`src/rtl/etaoin_encoder_stream.sv`:
```
// Streaming ETAOIN substitution encoder with a 2-entry output FIFO and error/letter counters.
// Optional rolling key (effective key advances per encoded letter) enabled by ENC_ROLLING_KEY_EN.
module etaoin_encoder_stream #(
    parameter int KEY   = 3,
    parameter int CNT_W = 16
) (
    input  logic             CLK,
    input  logic             RST_N,
    input  logic             CLR,
    input  logic             PLAIN_VALID,
    output logic             PLAIN_READY,
    input  logic [7:0]       PLAIN,
    output logic             CIPHER_VALID,
    input  logic             CIPHER_READY,
    output logic [7:0]       CIPHER,
    output logic             ERR,
    output logic [CNT_W-1:0] CHAR_CNT,
    output logic [CNT_W-1:0] BAD_CNT
);

    localparam int          KEY_NORM = ((KEY % 12) + 12) % 12;
    localparam logic [3:0]  KEY_MOD  = 4'(KEY_NORM);
    localparam logic [7:0]  CH_SPACE = 8'h20;
    localparam logic [7:0]  CH_LF    = 8'h0A;
    localparam logic [7:0]  CH_BAD   = 8'h3F;

    localparam logic [7:0] ALPHABET [12] = '{
        8'h45, 8'h54, 8'h41, 8'h4F, 8'h49, 8'h4E,
        8'h53, 8'h48, 8'h52, 8'h44, 8'h4C, 8'h55
    };

    // ------------------------------------------------------------------
    // Handshake and FIFO bookkeeping
    // ------------------------------------------------------------------
    logic [1:0] occ_reg, occ_next;
    logic       wr_ptr_reg, wr_ptr_next;
    logic       rd_ptr_reg, rd_ptr_next;
    logic [7:0] mem_reg [2];
    logic       push;
    logic       pop;

    assign PLAIN_READY  = (occ_reg != 2'd2);
    assign CIPHER_VALID = (occ_reg != 2'd0);
    assign CIPHER       = mem_reg[rd_ptr_reg];
    assign push         = PLAIN_VALID && PLAIN_READY;
    assign pop          = CIPHER_VALID && CIPHER_READY;

    // ------------------------------------------------------------------
    // Character classification and mapping
    // ------------------------------------------------------------------
    logic [11:0] hit;
    logic        is_letter;
    logic        is_pass;
    logic [3:0]  plain_idx;
    logic [3:0]  eff_key;
    logic [4:0]  enc_sum;
    logic [3:0]  enc_idx;
    logic [7:0]  enc_char;

    genvar gi;
    generate
        for (gi = 0; gi < 12; gi++) begin : g_match
            assign hit[gi] = (PLAIN == ALPHABET[gi]);
        end
    endgenerate

`ifdef ENC_ROLLING_KEY_EN
    logic [3:0] ofs_reg, ofs_next;
    logic [4:0] key_sum;

    assign key_sum = {1'b0, KEY_MOD} + {1'b0, ofs_reg};
    assign eff_key = (key_sum >= 5'd12) ? 4'(key_sum - 5'd12) : key_sum[3:0];
`else
    assign eff_key = KEY_MOD;
`endif

    always_comb begin
        is_letter = |hit;
        is_pass   = (PLAIN == CH_SPACE) || (PLAIN == CH_LF);
        plain_idx = 4'd0;
        for (int i = 0; i < 12; i++) begin
            if (hit[i]) begin
                plain_idx = 4'(i);
            end
        end
        enc_sum = {1'b0, plain_idx} + {1'b0, eff_key};
        enc_idx = (enc_sum >= 5'd12) ? 4'(enc_sum - 5'd12) : enc_sum[3:0];
        if (is_letter) begin
            enc_char = ALPHABET[enc_idx];
        end else if (is_pass) begin
            enc_char = PLAIN;
        end else begin
            enc_char = CH_BAD;
        end
    end

    // ------------------------------------------------------------------
    // FIFO next state
    // ------------------------------------------------------------------
    always_comb begin
        occ_next    = occ_reg;
        wr_ptr_next = wr_ptr_reg;
        rd_ptr_next = rd_ptr_reg;
        if (push) begin
            wr_ptr_next = ~wr_ptr_reg;
        end
        if (pop) begin
            rd_ptr_next = ~rd_ptr_reg;
        end
        case ({push, pop})
            2'b10:   occ_next = occ_reg + 2'd1;
            2'b01:   occ_next = occ_reg - 2'd1;
            default: occ_next = occ_reg;
        endcase
    end

    always_ff @(posedge CLK) begin
        if (!RST_N) begin
            occ_reg    <= 2'd0;
            wr_ptr_reg <= 1'b0;
            rd_ptr_reg <= 1'b0;
        end else begin
            occ_reg    <= occ_next;
            wr_ptr_reg <= wr_ptr_next;
            rd_ptr_reg <= rd_ptr_next;
        end
    end

    // Entries are cleared on reset so CIPHER reads 0x00 afterwards.
    generate
        for (gi = 0; gi < 2; gi++) begin : g_entry
            always_ff @(posedge CLK) begin
                if (!RST_N) begin
                    mem_reg[gi] <= 8'h00;
                end else if (push && (wr_ptr_reg == 1'(gi))) begin
                    mem_reg[gi] <= enc_char;
                end
            end
        end
    endgenerate

    // ------------------------------------------------------------------
    // Status counters; CLR has priority over a coincident accept
    // ------------------------------------------------------------------
    logic             err_reg, err_next;
    logic [CNT_W-1:0] char_cnt_reg, char_cnt_next;
    logic [CNT_W-1:0] bad_cnt_reg, bad_cnt_next;

    always_comb begin
        err_next      = err_reg;
        char_cnt_next = char_cnt_reg;
        bad_cnt_next  = bad_cnt_reg;
        if (CLR) begin
            err_next      = 1'b0;
            char_cnt_next = '0;
            bad_cnt_next  = '0;
        end else if (push) begin
            if (is_letter) begin
                if (char_cnt_reg != '1) begin
                    char_cnt_next = char_cnt_reg + CNT_W'(1);
                end
            end else if (!is_pass) begin
                err_next = 1'b1;
                if (bad_cnt_reg != '1) begin
                    bad_cnt_next = bad_cnt_reg + CNT_W'(1);
                end
            end
        end
    end

    always_ff @(posedge CLK) begin
        if (!RST_N) begin
            err_reg      <= 1'b0;
            char_cnt_reg <= '0;
            bad_cnt_reg  <= '0;
        end else begin
            err_reg      <= err_next;
            char_cnt_reg <= char_cnt_next;
            bad_cnt_reg  <= bad_cnt_next;
        end
    end

`ifdef ENC_ROLLING_KEY_EN
    always_comb begin
        ofs_next = ofs_reg;
        if (CLR) begin
            ofs_next = 4'd0;
        end else if (push && is_letter) begin
            ofs_next = (ofs_reg == 4'd11) ? 4'd0 : ofs_reg + 4'd1;
        end
    end

    always_ff @(posedge CLK) begin
        if (!RST_N) begin
            ofs_reg <= 4'd0;
        end else begin
            ofs_reg <= ofs_next;
        end
    end
`endif

    assign ERR      = err_reg;
    assign CHAR_CNT = char_cnt_reg;
    assign BAD_CNT  = bad_cnt_reg;

endmodule

```
`config.mk`:
```
export PLATFORM = sky130hd
export DESIGN_NAME = etaoin_encoder_stream
export DESIGN_NICKNAME = d
export VERILOG_FILES = /design/src/rtl/etaoin_encoder_stream.sv
export SDC_FILE = /design/constraint.sdc
export NUM_CORES = 1
export LEC_CHECK = 0
export ABC_AREA = 1
export CORE_MARGIN = 2
export CORE_UTILIZATION = 40
export DETAILED_ROUTE_END_ITERATION = 16
export PLACE_DENSITY = 0.7
export SLEW_MARGIN = 20
export SYNTH_ARGS = -nofsm -noshare
export SYNTH_HDL_FRONTEND = slang
export SYNTH_SLANG_ARGS = --single-unit
```
`constraint.sdc`:
```
create_clock -name CLK -period 7.6 [get_ports CLK]
set_clock_uncertainty 0.1 [all_clocks]
set_input_delay 1.52 -clock CLK [delete_from_list [all_inputs] [get_ports CLK]]
set_output_delay 1.52 -clock CLK [all_outputs]
set_load 0.02 [all_outputs]
```
# After elaboration in Yosys (flattened, before gate mapping)
# Memories as Yosys holds them, arrays and structs flattened. A register that Yosys moved wholly into a read port is not among the register bits.
# Index checks and enable logic that the tools add are counted.
# W data, S select, Z words.
totals:
  memories: 2
  inputBits: 13
  register_bits: 37
  latchBits: 0
  out_inout_bits: 43
  mem_bits_ro: 128
  mem_bits_rw: 16
  elab_cells: 83
mem_list:
  columns: ["memory", "depth", "word_bits", "rd", "rd_ports_with_merged_regs", "write_ports", "line_no", "text"]
  rows:
  - ["(no name shown)", 16, 8, 1, 0, 0, "89", "enc_char = ALPHABET[enc_idx];"]
  - ["mem_reg", 2, 8, 1, 1, 2, "38", "logic [7:0] mem_reg [2];"]
op_classes:
  eq_ne: 19
  div_mod_pow: 0
  n_addsub: 6
  magnitude_cmp: 2
  multipliers: 0
  n_mux: 28
  shift: 0
  bitwise: 8
  n_reduce_logical: 12
ops:
  columns: ["op", "count"]
  rows:
  - ["$eq A8 B7 Y1 const B", 12]
  - ["$mux W8", 6]
  - ["$mux W4", 10]
  - ["$add A16 B1 Y16 const B", 2]
  - ["$ne A16 B16 Y1 const B", 2]
  - ["$reduce_or A12 Y1", 1]
  - ["$mux W1", 10]
  - ["$eq A8 B4 Y1 const B", 1]
  - ["$eq A8 B6 Y1 const B", 1]
  - ["$reduce_and A3 Y1", 2]
  - ["$add A4 B2 Y5 const B", 1]
  - ["$ge A5 B4 Y1 const B", 1]
  - ["$ge A5 B5 Y1 const B", 1]
  - ["$not A1 Y1", 5]
  - ["$not A4 Y5", 1]
  - ["$logic_and A1 B1 Y1", 4]
  - ["$pmux W2 S2", 1]
  - ["$reduce_and A4 Y1", 1]
  - ["$reduce_bool A2 Y1", 2]
  - ["$sub A4 B4 Y4 const B", 1]
  - ["$add A2 B1 Y2 const B", 1]
  - ["$eq A2 B1 Y1 const B", 1]
  - ["$eq A2 B2 Y1 const B", 1]
  - ["$mux W2", 1]
  - ["5 further kinds", 6]

# Depth between registers and ports, before layout
# Gate-level depths: netlist of run 1.
depth:
  word_depth: 21
  mapped_depth: 20
  mapped_depth_nobuf: 20

# Least setup slack after synthesis of run 1
# No wires, ideal clock.
synth_path:
  path_type: "input-to-reg"
  from: "input port PLAIN[7]"
  to: "memory mem_reg[0][1] (data pin)"
  path_stages: 17
  setup_slack_ps: 3987
  n_path_buf: 0
  setup_ps: 261
  arrival_ps: 3252
  t_required_ps: 7239
  path_cell_list: "inv_1 nand2_1 nor2_4 nand2_1 nand2_2 nor3_4 nand3_1 nand2_1 inv_1 ha_1 nand3b_1 nand2_2 o21ai_0 inv_1 nand2_1 nand2_1 nor2_1"
synth_lines:
  columns: ["element", "line_no", "text"]
  rows:
  - ["start, declared", "12", "input logic [7:0] PLAIN,"]
  - ["end, declared", "38", null]

==> metrics, run 1 <==
Clk Latency, worst-skew pair 300 ps; routed via count 2944; postcts setup bufs 0; clock power share 29.0%; largest net degree at the start of global routing 20; Internal Power 0.4780 mW; detailed-route DRC error count 0; initial antenna violation count 0; Power, Total 0.6712 mW; FP Rows 32; HPWL Detailed 5.390 mm; initial core utilization 41.65%; vias per cell 4.907; part of the Yosys area used for sequential elements 38.17%; final worst setup slack 3528 ps; CP Class in2reg; Die Ht 94.17 um; layout cell share with drive strength beyond 1 14.46%; nets 514; Critical path buffers and inverters 4; Design Area, Final 4018 sq um; outcome complete, no violations; worst hold path type reg2reg; worst-path cell chain clkdlybuf4s50_1 > inv_2 > nand2_2 > nor2_4 > nand2_1 > nand2_2 > nor3_4 > nand3_1 > nand2_1 > inv_1 > ha_1 > nand2_1 > nand2_1 > nand3b_1 > nand2_2 > o21ai_0 > inv_1 > nand2_1 > a21oi_1; Port Buffers 55; number of stages on the worst setup path 19; Cells after Synth 437; Num CTS Buffers 5; Area contributors post-synth dfxtp_1 23%, edfxtp_1 15%, nand2_1 12%; NetSw 0.1931 mW; final wirelength 7.225 mm; ys async rst share 0%; clk sinks 54; critical path's most frequent cell nand2_1; root buf cell clkbuf_8; sequential power share 49.1%; TritonCTS clock tree built; total power per unit cell area 167.1 nW/um^2; syn_area_per_cell 7.441 sq um; grt ovf 0; Seq cells post-synth 54; Final setup viols 0; I/O pin count 56; Slew Limit Fails 0; H-Tree Depth 2; pre-CTS setup slack 3212 ps; global-route wire length before repair 12.07 mm; final worst-path cycle share 53.57%; worst-path cell with the longest stage delay clkdlybuf4s50_1; Slew @ Worst Pin 717.6 ps; DRT iter0 DRCs 121; Max Fclk 0.2456 GHz; Syn Std Cell Area 3252 sq um; crit path max fanout 9; Slew headroom 51.84%; Pleak 1.567 nW; switch share 28.78%; family with the most delay on the worst path simple AND/OR/NAND/NOR gates; worst-case reg-to-reg path depth 11; top_reg_cell synth dfxtp_1; min Tclk post-route 4072 ps; Core Area 7807 sq um; CP Launch Type input port; final setup TNS 0 ps; P&R area growth vs syn 23.55%; WHS Path Cells 1; Finished Layout Cells 600; Tot GR Track Use 16.73%; Yosys cell types 43; Synth top area share 23.39%; max cap viols 0; Crit path arrival time 4030 ps; Hold Buf Count CTS 0; combinational share of power 21.9%; Routed WL per cell 12.04 um; Detailed Routing Iterations Pass 1 4; Antenna Cells 0; required time at the worst-slack endpoint 7560 ps; post_cts resized 0; Largest stage delay, worst path 550 ps; die area 8867 sq um; clock tree buffer depth 2; Post-synth EDFFs 16; Hold Fails Final Rpt 0; RSZ-0062 raised after global routing false; vias in the first global route 2727; biggest area consumer among synthesized cells dfxtp_1; Placed Instances 592; Critical Path Sink Type flop; Synth Warn # 0; Peak supply drop 0.07809 mV; clk slew on worst S/H paths 110 ps; GP Congestion 0.8538; Routed Antenna Nets 0; Die X 94.17 um; post-place instance area 3906 sq um
cells in the final DEF (no fill, tap or decap), types with 2 or more instances in the layout:
master | netlist | layout
a21oi_1 | 26 | 26
a21oi_2 | 9 | 9
buf_4 | 0 | 2
clkbuf_8 | 0 | 5
clkdlybuf4s50_1 | 0 | 55
clkinv_1 | 1 | 2
conb_1 | 1 | 2
dfxtp_1 | 38 | 38
edfxtp_1 | 16 | 16
ha_1 | 4 | 4
inv_1 | 40 | 40
inv_2 | 6 | 6
inv_6 | 1 | 2
mux2_2 | 8 | 8
nand2_1 | 100 | 100
nand2_2 | 18 | 18
nand2_4 | 3 | 3
nand3_1 | 30 | 30
nand4_1 | 7 | 7
nor2_1 | 60 | 60
nor2_2 | 2 | 2
nor2_4 | 4 | 4
nor3_1 | 6 | 6
nor3_4 | 2 | 2
nor4_1 | 2 | 2
o21ai_0 | 18 | 17
o21ai_1 | 1 | 2
xnor2_1 | 8 | 8
xor2_1 | 7 | 7
logic make-up after synthesis:
group,share of synthesized area [%]
simple gates,35.90
buf+inv,7.349
fa+ha+maj,1.539
compound gates,10.12
flops,38.17
xor+xnor,4.040
other cells,0.1153
mux,2.770
final cells by class:
| type | count | area (sq um) |
|---|---|---|
| clock buffers | 5 | 68.82 |
| multi-input cells | 329 | 1775 |
| clock inverters | 3 | 42.54 |
| flip-flops and latches | 54 | 1241 |
| inverters | 50 | 196.4 |
| well taps | 102 | 127.6 |
| fillers | 791 | 3790 |
| repair buffers | 57 | 565.5 |
stage by stage:
| stage | hold WS (ps) | utilization, % |
|---|---|---|
| finish | 355.4 | 51.46 |
| global route | 376.3 | 51.46 |
| CTS | 356.5 | 51.46 |
| detailed placement | 349.0 | 50.03 |
| global placement | 337.5 | 50.03 |
| floorplan | 325.5 | - |
synth_stat cells, types with 4 or more instances:
master and number:
a21oi_1 26, nor2_1 60, inv_2 6, nand4_1 7, nand2_1 100, xor2_1 7
nand3_1 30, xnor2_1 8, inv_1 40, ha_1 4, nor3_1 6, dfxtp_1 38
a21oi_2 9, nor2_4 4, nand2_2 18, edfxtp_1 16, mux2_2 8, o21ai_0 18
metal layers:
metal  GRT usage [%]  up-vias  part of all wire [%]
met5               0        -                     0
met4           3.865        0                  0.42
met3           2.729        2                   3.8
met2           28.45       55                    47
met1           22.23     1351                    49
li1                -     1536                     -
power by group through the flow:
stage	Sequential, mW	Combinational (mW)	Clock (mW)
floorplan	0.333	0.101	0
global placement	0.336	0.146	0
detailed placement	0.337	0.148	0
CTS	0.330	0.148	0.201
global route	0.332	0.161	0.212
finish	0.330	0.147	0.195
worst paths after layout:
path | startpoint | endpoint | slack [ps]
worst min-delay path | rd_ptr_reg$_SDFFE_PN0P_ | flop | 360
worst max register to register | BAD_CNT[0]$_SDFFE_PP0P_ | BAD_CNT[6]$_SDFFE_PP0P_ | 5270
worst max-delay path | PLAIN[5] | mem_reg[1][2]$_SDFFCE_PN0P_ | 3530
worst min register to register | rd_ptr_reg$_SDFFE_PN0P_ | flop | 360
Note: power is estimated with default switching activity, not from simulation.
==> inputs of run 2 (changes only) <==
- PLACE_DENSITY: 0.7 -> 0.73
- clock period: 7.6 -> 3.6 ns (I/O delays scaled with it)
==> run 2 against run 1 <==
Against the previous run:
- sequential share of layout area shrank 0.067 points
- sequential power increased by 110%
- global-route usage grew 0.81 points
- critical path depth rose by 2
- register-to-register slack worse by 4000 ps
- power up 110%
- clock power grew 94%
- cell area rose by 0.22%
- cell count grew 0.33%
- first-iteration DRC count shrank 16%
- hold slack improved by 8.0 ps
- highest routed layer unchanged
==> metrics, run 2 (same netlist as run 1, synthesis figures left out) <==
Clk Latency, worst-skew pair 310 ps (about the same); die area 8867 sq um (unchanged); CP Class in2reg; Largest stage delay, worst path 530 ps (-20 ps); final wirelength 7.457 mm (+3.2%); sequential power share 50.2% (+1.1 points); Finished Layout Cells 602 (+0.33%); switch share 29.11% (+0.33 points); commonest non-fill, non-tap cell in the layout nand2_1; global-route wire length before repair 12.54 mm (+3.9%); combinational share of power 22.6% (+0.7 points); Die Ht 94.17 um (unchanged); Slew Limit Fails 0 (unchanged); grt ovf 0 (unchanged); Tot GR Track Use 17.55% (+0.81 points); layer with the highest usage met2; nets 516 (+0.39%); worst-path cell with the longest stage delay clkdlybuf4s50_1; worst hold slack 363.4 ps (+7.990 ps); initial antenna violation count 0 (unchanged); Internal Power 0.9837 mW (+110%); I/O pin count 56 (unchanged); Critical Path Sink Type flop; Routed Antenna Nets 0 (unchanged); clk slew on worst S/H paths 100 ps (about the same); postcts setup bufs 0 (unchanged); routed via count 2938 (-0.20%); DRT iter0 DRCs 102 (-16%); Hold Fails Final Rpt 0 (unchanged); Placed Instances 594 (+0.34%); vias in the first global route 2824 (+3.6%); Antenna Cells 0 (unchanged); layout cell share with drive strength beyond 1 14.80% (+0.34 points); Power, Total 1.388 mW (+110%); Num CTS Buffers 5 (unchanged); pre-CTS setup slack 7.184 ps (-3204 ps); crit path max fanout 6 (-3); worst-path cell chain clkdlybuf4s50_1 > inv_2 > nand2_1 > nor2_1 > nand2_1 > nand2_2 > nor3_4 > nand3_1 > nand2_1 > inv_1 > ha_1 > nand2_1 > nand2_1 > nand2_1 > nand3_1 > nand2_1 > nand2_1 > nand3_1 > nand2_1 > nand2_1 > nor2_1; met1 GRT Util 21.88% (-0.35 points); GP Congestion 0.9429 (+10%); Core Area 7807 sq um (unchanged); post_cts resized 0 (unchanged); root buf cell clkbuf_8; Max Fclk 0.3046 GHz; Peak supply drop 0.1951 mV (+150%); total power per unit cell area 344.6 nW/um^2 (+110%); TritonCTS clock tree built; largest net degree at the start of global routing 20 (unchanged); final setup TNS 0 ps (unchanged); required time at the worst-slack endpoint 3560 ps (-4000 ps); RSZ-0062 raised after global routing false; H-Tree Depth 2 (unchanged); Detailed Routing Iterations Pass 1 4 (unchanged); Die X 94.17 um (unchanged); NetSw 0.4039 mW (+110%); critical path's most frequent cell nand2_1; Crit path arrival time 3240 ps (-790 ps); initial core utilization 41.65% (unchanged); FP Rows 32 (unchanged); commonest cells after routing, fill and taps aside 100 x nand2_1, 60 x nor2_1, 55 x clkdlybuf4s50_1; clk sinks 54 (unchanged); max cap viols 0 (unchanged); Final setup viols 0 (unchanged); final worst setup slack 316.8 ps (-3212 ps); P&R area growth vs syn 23.82%; Hold Buf Count CTS 0 (unchanged); met2 Use GR 31.55% (+3.1 points); Pleak 1.570 nW (+0.16%); clock power share 27.2% (-1.8 points); Routed WL per cell 12.39 um (+2.9%); met3 Resource Use GR 2.889% (+0.16 points); outcome complete, no violations; vias per cell 4.880 (-0.54%); final worst-path cycle share 91.20%; worst hold path type reg2reg; CP Launch Type input port; clock tree buffer depth 2 (unchanged); detailed-route DRC error count 0 (unchanged); Port Buffers 55 (unchanged); HPWL Detailed 5.712 mm (+6.0%); min Tclk post-route 3283 ps
[run 2: layer usage]
| metal | wire (um) | part of all wire, % |
|---|---|---|
| met1 | 3413 | 46 |
| met2 | 3754 | 50 |
| met3 | 228 | 3.1 |
| met4 | 60 | 0.80 |
| met5 | 0 | 0 |
[run 2: final timing paths]
kind	startpoint	end	slack [ps]	cells after the start
worst max-delay path	PLAIN[1]	mem_reg[0][4]$_SDFFCE_PN0P_	320	21
worst max register to register	BAD_CNT[0]$_SDFFE_PP0P_	BAD_CNT[6]$_SDFFE_PP0P_	1280	11
worst min register to register	rd_ptr_reg$_SDFFE_PN0P_	rd_ptr_reg$_SDFFE_PN0P_	360	1
worst min-delay path	rd_ptr_reg$_SDFFE_PN0P_	rd_ptr_reg$_SDFFE_PN0P_	360	1
[run 2: area by class of cell]
class                           count  area, sq um
Clock buffer                        7        97.59
Clock inverter                      1        7.507
Fill cell                         757         3781
Inverter                           50        196.4
Multi-Input combinational cell    329         1775
Sequential cell                    54         1241
Tap cell                          102        127.6
Timing Repair Buffer               59        580.6
[run 2: critical path, delay by kind of cell]
family,cells,cell delay [ps]
simple gates,17,1710
fa+ha+maj,1,180
buf+inv,3,630
[run 2: through the flow]
step | utilization (%) | cell area (sq um)
after floorplan | - | 3256
after global placement | 50.22 | 3921
after detailed placement | 50.22 | 3921
after CTS | 51.57 | 4026
after global routing | 51.57 | 4026
final | 51.57 | 4026
[run 2: power by group through the flow]
stage	clock (mW)	sequential, mW	combinational (mW)
6_report	0.378	0.697	0.313
3_5_place_dp	0	0.712	0.315
3_3_place_gp	0	0.709	0.310
2_1_floorplan	0	0.702	0.213
4_1_cts	0.389	0.698	0.316
5_1_grt	0.412	0.703	0.341
==> inputs of run 3 (changes only) <==
- CTS_BUF_LIST: not set -> sky130_fd_sc_hd__clkbuf_2 sky130_fd_sc_hd__clkbuf_4 sky130_fd_sc_hd__clkbuf_8
- DONT_BUFFER_PORTS: not set -> 1
- PLACE_DENSITY: 0.73 -> 0.63
==> run 3 against run 2 <==
Against the previous run:
- maximum frequency up 19%
- cell count down 9.5%
- hold slack worse by 2.6 ps
- first-iteration DRC count up 57%
- power down 9.6%
- worst setup slack better by 530 ps
- die area unchanged
- largest cell class unchanged
- wire length down 7.4%
- global-route usage down 1.7 points
==> metrics, run 3 (same netlist as run 1, synthesis figures left out) <==
outcome complete, no violations; FP Rows 32 (unchanged); commonest cells after routing, fill and taps aside 100 x nand2_1, 60 x nor2_1, 41 x inv_1; Die X 94.17 um (unchanged); vias in the first global route 2499 (-12%); HPWL Detailed 5.272 mm (-7.7%); max cap viols 0 (unchanged); Power, Total 1.255 mW (-9.6%); r2r setup slk 1200 ps (-80 ps); worst hold slack 360.9 ps (-2.559 ps); postcts setup bufs 0 (unchanged); TritonCTS clock tree built; grt ovf 0 (unchanged); final worst setup slack 844.5 ps (+527.6 ps); clock tree buffer depth 2 (unchanged); Placed Instances 538 (-9.4%); GP Congestion 0.8910 (-5.5%); root buf cell clkbuf_8; Core Area 7807 sq um (unchanged); Hold Startpoint rd_ptr_reg$_SDFFE_PN0P_; Pleak 1.364 nW (-13%); Clk Latency, worst-skew pair 300 ps (about the same); CP Launch Type input port; post-place instance area 3363 sq um (-14%); reg-to-reg startpoint BAD_CNT[0]$_SDFFE_PP0P_; total power per unit cell area 364.5 nW/um^2 (+5.8%); Num CTS Buffers 5 (unchanged); H-Tree Depth 2 (unchanged); Slew @ Worst Pin 694.8 ps; Peak supply drop 0.1418 mV (-27%); final worst-path cycle share 76.54% (-15 points); pre-CTS setup slack 563.1 ps (+555.9 ps); clk sinks 54 (unchanged); Routed Antenna Nets 0 (unchanged); Die Ht 94.17 um (unchanged); Tot GR Track Use 15.89% (-1.7 points); layout cell share with drive strength beyond 1 16.25% (+1.5 points); P&R area growth vs syn 5.848%; clk slew on worst S/H paths 100 ps (about the same); Slew headroom 53.39%; required time at the worst-slack endpoint 3550 ps (about the same); Critical Path Sink Type flop; Hold Buf Count CTS 0 (unchanged); RSZ-0062 raised after global routing false; final setup TNS 0 ps (unchanged); final wirelength 6.905 mm (-7.4%); largest net degree at the start of global routing 20 (unchanged); DRT iter0 DRCs 160 (+57%); Detailed Routing Iterations Pass 1 5 (+1); Slew Limit Fails 0 (unchanged); die area 8867 sq um (unchanged); initial core utilization 41.65% (unchanged); Hold Fails Final Rpt 0 (unchanged); Finished Layout Cells 545 (-9.5%); post_cts resized 0 (unchanged); global-route wire length before repair 11.32 mm (-9.7%); Port Buffers 0 (-100%); routed via count 2748 (-6.5%); Final setup viols 0 (unchanged); Antenna Cells 0 (unchanged); Max Fclk 0.3629 GHz (+19%); vias per cell 5.042 (+3.3%); crit path from PLAIN[7]; initial antenna violation count 0 (unchanged); min Tclk post-route 2756 ps (-527.6 ps); nets 460 (-11%); I/O pin count 56 (unchanged); crit path max fanout 9 (+3); Design Area, Final 3442 sq um (-15%); Util after Layout 44.09% (-7.5 points); commonest non-fill, non-tap cell in the layout nand2_1; Crit path arrival time 2710 ps (-530 ps); CP Class in2reg; Routed WL per cell 12.67 um (+2.3%); number of fill cells 806 (+6.5%); worst hold path type reg2reg; detailed-route DRC error count 0 (unchanged)
run 3: final cells by class:
type	instances	area (sq um)	area share (%)
clock inverters	2	10.01	0.2908
inverters	50	196.4	5.707
multi-input cells	329	1775	51.58
well taps	102	127.6	3.708
flip-flops and latches	54	1241	36.06
clock buffers	5	68.82	1.999
repair buffers	3	22.52	0.6543
run 3: final timing paths:
kind / to / cells after the start
max: mem_reg[1][1]$_SDFFCE_PN0P_ / 20
min: rd_ptr_reg$_SDFFE_PN0P_ / 1
max reg2reg: BAD_CNT[6]$_SDFFE_PP0P_ / 11
min reg2reg: rd_ptr_reg$_SDFFE_PN0P_ / 1
run 3: routing by layer:
metal	up-vias	GRT usage (%)	routed length, um
met5	-	0	0
met4	0	3.986	62
met3	4	5.136	455
met2	62	26.19	3176
met1	1242	20.08	3210
li1	1440	-	-
run 3: power by group:
group	leakage [nW]	switching, mW	total (mW)	internal, mW
logic	0.843	0.160	0.230	0.0704
registers	0.476	0.0298	0.700	0.670
clock network	0.0457	0.193	0.325	0.132
run 3: critical path, stage by stage:
cell,delay [ps]
inv_1,20
nand2_1,120
nor2_4,90
nand2_1,100
nand2_2,100
nor3_4,280
nand3_1,210
nand2_1,100
inv_1,40
ha_1,180
nand2_1,60
nand2_1,70
nand2_1,100
nand2_1,60
nand2_2,110
o21ai_0,90
inv_1,80
nand2_1,50
nand2_1,70
nor2_1,40
==> patch 1, RTL diff (config.mk and constraints of run 2) <==
Put one more register stage on the output `CHAR_CNT`, cleared by the reset. The value now appears one clock later. The other outputs are not delayed to match.
--- a/src/rtl/etaoin_encoder_stream.sv
+++ b/src/rtl/etaoin_encoder_stream.sv
@@ -202,3 +202,9 @@
     assign ERR      = err_reg;
-    assign CHAR_CNT = char_cnt_reg;
+    always_ff @(posedge CLK) begin
+        if (!RST_N) begin
+            CHAR_CNT <= '0;
+        end else begin
+            CHAR_CNT <= char_cnt_reg;
+        end
+    end
     assign BAD_CNT  = bad_cnt_reg;
Function: changed (a bounded check fails within 4 cycles, from zero or initial values and one cycle with RST_N low).
==> patch 1 against run 2 <==
Non-clock buffer count is 3 higher; sequential cell count is 16 higher; synthesized area is 11% higher; worst setup slack better by 0.063 ns; total power is 34% higher; sequential power is 25% higher; final area is 12% higher; sequential share of layout area is 3.7 points higher; routed wire length is 7.1% higher; critical path type unchanged; largest power group unchanged.
==> patch 1: results (changes against run 2) <==
- Drc violations: 0 (unchanged)
- Number of global-route vias before repair: 3,277 (+16%)
- WHS Path Cells: 1 (unchanged)
- Worst-Margin Slew: between 0.8 and 0.9 ns
- DR vias: 3,291 (+12%)
- Final GP Congestion: 0.875 (-7.3%)
- Placed Area: 0.00430 mm^2 (+9.5%)
- CTS resizes: 0 (unchanged)
- Root buf cell: clkbuf_8
- Top post-synthesis cells by area: dfxtp_1 (30%), edfxtp_1 (13%), nand2_1 (12%)
- Pre-antenna DRT Iters: 4 (unchanged)
- # diodes: 0 (unchanged)
- Critical path fanouts, max: 5 (-1)
- Tot GR Track Use: 17.2% (-0.35 points)
- Layout cells sized above 1: 11.1% (-3.7 points)
- Global-route wire length before repair: 13,900 um (+11%)
- Drt initial violations: 118 (+16%)
- Initial antenna violation count: 0 (unchanged)
- Worst-Skew Late Latency: 0.34 ns (+0.03 ns)
- Worst Reg-to-Reg Cells: 9 (-2)
- H-tree depth: 3 (+1)
- CTS Buf Count: 9 (+4)
- Number of synthesized flops with an enable pin: 16 (unchanged)
- Yosys cell types: 39 (-9.3%)
- Post-CTS Setup Inserts: 0 (unchanged)
- FF-to-FF setup slack: 1.14 ns (-0.14 ns)
- Synthesis warning total: 0 (unchanged)
- Max IR drop VDD: 0.219 mV (+12%)
- Largest net degree at the start of global routing: 25 (+25%)
- Final nets: 564 (+9.3%)
- Worst hold path class: reg2reg
- Leakage: 1.91 nW (+22%)
- Clock Path Buffers: 2 (unchanged)
- Final wirelength: 7990 um (+7.1%)
- Reg2reg start: BAD_CNT[0]
- Status: finished clean
- DP HPWL: 5840 um (+2.2%)
- Worst-path clk slew: 0.07 ns (-0.03 ns)
- Sequential element share of the synthesized area: 43.3% (+5.1 points)
- Top cells by count, synth: nand2_1 (120), dfxtp_1 (54), inv_1 (54), nor2_1 (54)
- IO Port Bufs: 55 (unchanged)
- Asr flop ratio synth: 0% (unchanged)
- HP Start: rd_ptr_reg
- Reg-to-Reg End: BAD_CNT[3]
- Ys flop type: dfxtp_1
- Worst Path Arrival: 3.21 ns (-0.03 ns)
-- patch 1: worst max path at each step --
stage | startpoint | cells past startpoint | slack (ns) | end
floorplan | PLAIN[7] | 20 | 0.80 | mem_reg[0][4]
global placement | PLAIN[4] | 21 | 0.16 | mem_reg[0][4]
detailed placement | PLAIN[1] | 21 | 0.06 | mem_reg[1][1]
CTS | PLAIN[1] | 21 | 0.42 | mem_reg[0][4]
global route | PLAIN[1] | 21 | 0.13 | mem_reg[1][4]
finish | PLAIN[1] | 21 | 0.38 | mem_reg[0][4]
-- patch 1: report_power, final --
part	internal [W]	total [W]	switching, W
Combinational	0.000129	0.000300	0.000171
Clock	0.000400	0.000693	0.000293
Sequential	0.000848	0.000873	0.0000251
-- patch 1: per-layer routing --
layer  track usage [%]  vias to the layer above  wire [um]
met5                 0                        -          0
met4              5.90                        0         69
met3              4.89                        6        432
met2              29.1                       83       3900
met1              21.0                     1506       3580
li1                  -                     1696          -
-- patch 1: worst max-delay path, cell delays in order --
cell,delay [ns]
clkdlybuf4s50_1,0.52
inv_2,0.05
nand2_1,0.10
inv_1,0.09
nand3_1,0.09
nand2_1,0.11
nor2_1,0.25
nand3_1,0.19
nand2_1,0.10
inv_1,0.04
ha_1,0.18
nand2_1,0.06
nand2_1,0.06
nand2_1,0.13
nand2_1,0.08
o21ai_2,0.11
inv_2,0.09
nand3_1,0.08
nand2_1,0.05
nand2_1,0.07
nor2_1,0.04
-- patch 1: cell type report --
cell class                 count  area (um^2)
clock buffer                  12          176
clock inverter                 4         51.3
fill                         857         4200
inverter                      64          240
multi-input combinational    340         1760
sequential                    70         1560
tap                          108          135
timing repair buffer          62          603
-- patch 1: kinds of logic (layout without fill, tap and decap cells) --
family | after synthesis | count (layout) | share of synthesized area, %
compound gates | 53 | 53 | 7.73
xor+xnor | 16 | 16 | 3.88
fa+ha+maj | 4 | 4 | 1.39
buf+inv | 75 | 142 | 8.21
flops | 70 | 70 | 43.3
mux | 8 | 8 | 2.50
other cells | 1 | 2 | 0.104
simple gates | 257 | 257 | 32.9
-- patch 1: stage by stage --
stage,hold WS (ns),power (W),instances,worst slack [ns],utilization [%]
3_5_place_dp,0.349,0.00119,644,0.0617,49.3
4_1_cts,0.367,0.00188,660,0.419,51.9
6_report,0.363,0.00187,660,0.380,51.9
2_1_floorplan,0.326,0.00108,485,0.796,-
3_3_place_gp,0.338,0.00118,644,0.157,49.3
5_1_grt,0.393,0.00195,660,0.127,51.9
==> patch 2, RTL diff (flow settings as in run 2) <==
Made on the original files. The option `ENC_ROLLING_KEY_EN` is turned on by a define.
--- a/src/rtl/etaoin_encoder_stream.sv
+++ b/src/rtl/etaoin_encoder_stream.sv
@@ -2,2 +2,4 @@
 // Optional rolling key (effective key advances per encoded letter) enabled by ENC_ROLLING_KEY_EN.
+`define ENC_ROLLING_KEY_EN
+
 module etaoin_encoder_stream #(
Formal check against the unedited RTL: not equivalent (Yosys sat finds a counterexample within 4 cycles, from zero or initial values and one cycle with RST_N low).
==> patch 2 against run 2 <==
Maximum frequency shrank 5.8%; sequential cell count grew 4; total power grew 21%; sequential share of layout area shrank 5.2 points; final area grew 28%; hold slack lost 0.011 ns; register-to-register slack lost 1.2 ns; worst setup slack lost 0.20 ns; synthesized area grew 20%; cell count grew 29%; routed wire length grew 32%; die area grew 19%; critical endpoint is now mem_reg[1][1].
==> patch 2: results (changes against run 2) <==
- Largest net degree at the start of global routing: 35 (+75%)
- Tot GR Track Use: 18.7% (+1.1 points)
- Final GP Congestion: 0.915 (-3.0%)
- Sequential element share of the synthesized area: 33.8% (-4.3 points)
- Top cells by count, synth: nand2_1 (145), nor2_1 (61), inv_1 (54), a21oi_1 (45)
- Leakage: 2.15 nW (+37%)
- Top post-synthesis cells by area: dfxtp_1 (22%), nand2_1 (14%), edfxtp_1 (12%)
- Worst-Skew Late Latency: 0.34 ns (+0.03 ns)
- Initial antenna violation count: 0 (unchanged)
- CTS Hold Bufs: 0 (unchanged)
- Number of synthesized flops with an enable pin: 16 (unchanged)
- Layout cells sized above 1: 19.4% (+4.6 points)
- Status: finished clean
- Filler instances: 921 (+22%)
- Via density per instance: 5.03 (+3.2%)
- Critical path fanouts, max: 8 (+2)
- Worst-path clk slew: 0.07 ns (-0.03 ns)
- CP max stage delay: 0.35 ns (-0.18 ns)
- DP HPWL: 6850 um (+20%)
- Drt initial violations: 190 (+86%)
- H-tree depth: 3 (+1)
- Global-route wire length before repair: 15,900 um (+27%)
- Final wirelength: 9810 um (+32%)
- Yosys cell types: 35 (-19%)
- Final Cell Area: 0.00516 mm^2 (+28%)
- CTS Buf Count: 9 (+4)
- Number of global-route vias before repair: 3,563 (+26%)
- Internal power: 0.00119 W (+21%)
- DP Worst Slack: -0.592 ns (-0.599 ns)
- Placed Area: 0.00475 mm^2 (+21%)
- Max IR drop VDD: 0.193 mV (-1.3%)
- Top cell family by delay on the critical path: simple AND/OR/NAND/NOR gates
- Worst slew margin: 65.2%
- Final nets: 670 (+30%)
- CP max stage cell: fa_2
- Pre-antenna DRT Iters: 5 (+1)
patch 2: changes by cell type after synthesis, sizes merged, moves of 2 or more:
cell    change
nand4      +34
nor4        -3
buf         +7
ha         +14
inv        +13
o21ai       -8
dfxtp       +4
or2         +2
clkbuf      +3
nand2      +28
a21oi      +11
nor3        -3
xor2       +13
patch 2: power groups by stage:
stage	clock network, W	logic (W)	registers [W]
floorplan	0	0.000218	0.000742
global placement	0	0.000329	0.000748
detailed placement	0	0.000336	0.000751
CTS	0.000597	0.000341	0.000736
global route	0.000627	0.000388	0.000740
finish	0.000583	0.000354	0.000735
patch 2: cell type report:
class / instances / share of cell area (%)
clock buffer: 15 / 3.61
clock inverter: 1 / 0.121
inverter: 62 / 4.51
multi-input combinational: 419 / 47.5
sequential: 58 / 25.6
tap: 133 / 3.22
timing repair buffer: 88 / 15.4
patch 2: cells by family (layout without fill, tap and decap cells):
| kind of cell | count (synthesis) | after routing | synth area share (%) |
|---|---|---|---|
| and+or+nand+nor | 302 | 302 | 35.1 |
| AOI/OAI and AO/OA | 60 | 60 | 7.88 |
| DFF | 58 | 58 | 33.8 |
| buffers and inverters | 77 | 166 | 8.24 |
| xor gates and xnor gates | 28 | 28 | 6.28 |
| muxes | 8 | 8 | 2.31 |
| other | 1 | 2 | 0.0961 |
| adders and majority gates | 19 | 19 | 6.28 |
patch 2: worst paths after layout:
check / endpoint / depth (start not counted) / startpoint / slack (ns)
worst max-delay path: mem_reg[1][1] / 25 / PLAIN[4] / 0.12
worst min-delay path: rd_ptr_reg / 1 / rd_ptr_reg / 0.35
worst max register to register: mem_reg[1][1] / 21 / ofs_reg[0] / 0.12
worst min register to register: rd_ptr_reg / 1 / rd_ptr_reg / 0.35
patch 2: repair_timing:
item,4_1_cts,5_1_grt
cloned,0,0
endpoints found under the setup margin,10,10
gates resized for setup,27,38
pin swaps,7,19
buffers inserted,3,2
patch 2: per-stage QoR:
step / hold slack [ns] / cells / TNS [ns]
global placement: 0.336 / 755 / -4.28
CTS: 0.358 / 774 / 0
global route: 0.370 / 776 / -0.571
detailed placement: 0.348 / 755 / -5.79
finish: 0.352 / 776 / 0
floorplan: 0.325 / 554 / 0
patch 2: per-layer routing:
metal | wire length (um) | global-route usage, % | share of wire [%] | vias up
li1 | - | - | - | 1994
met1 | 4500 | 24.3 | 46 | 1806
met2 | 4780 | 30.9 | 49 | 94
met3 | 403 | 4.20 | 4.1 | 13
met4 | 121 | 5.87 | 1.2 | 0
met5 | 0 | 0 | 0 | -
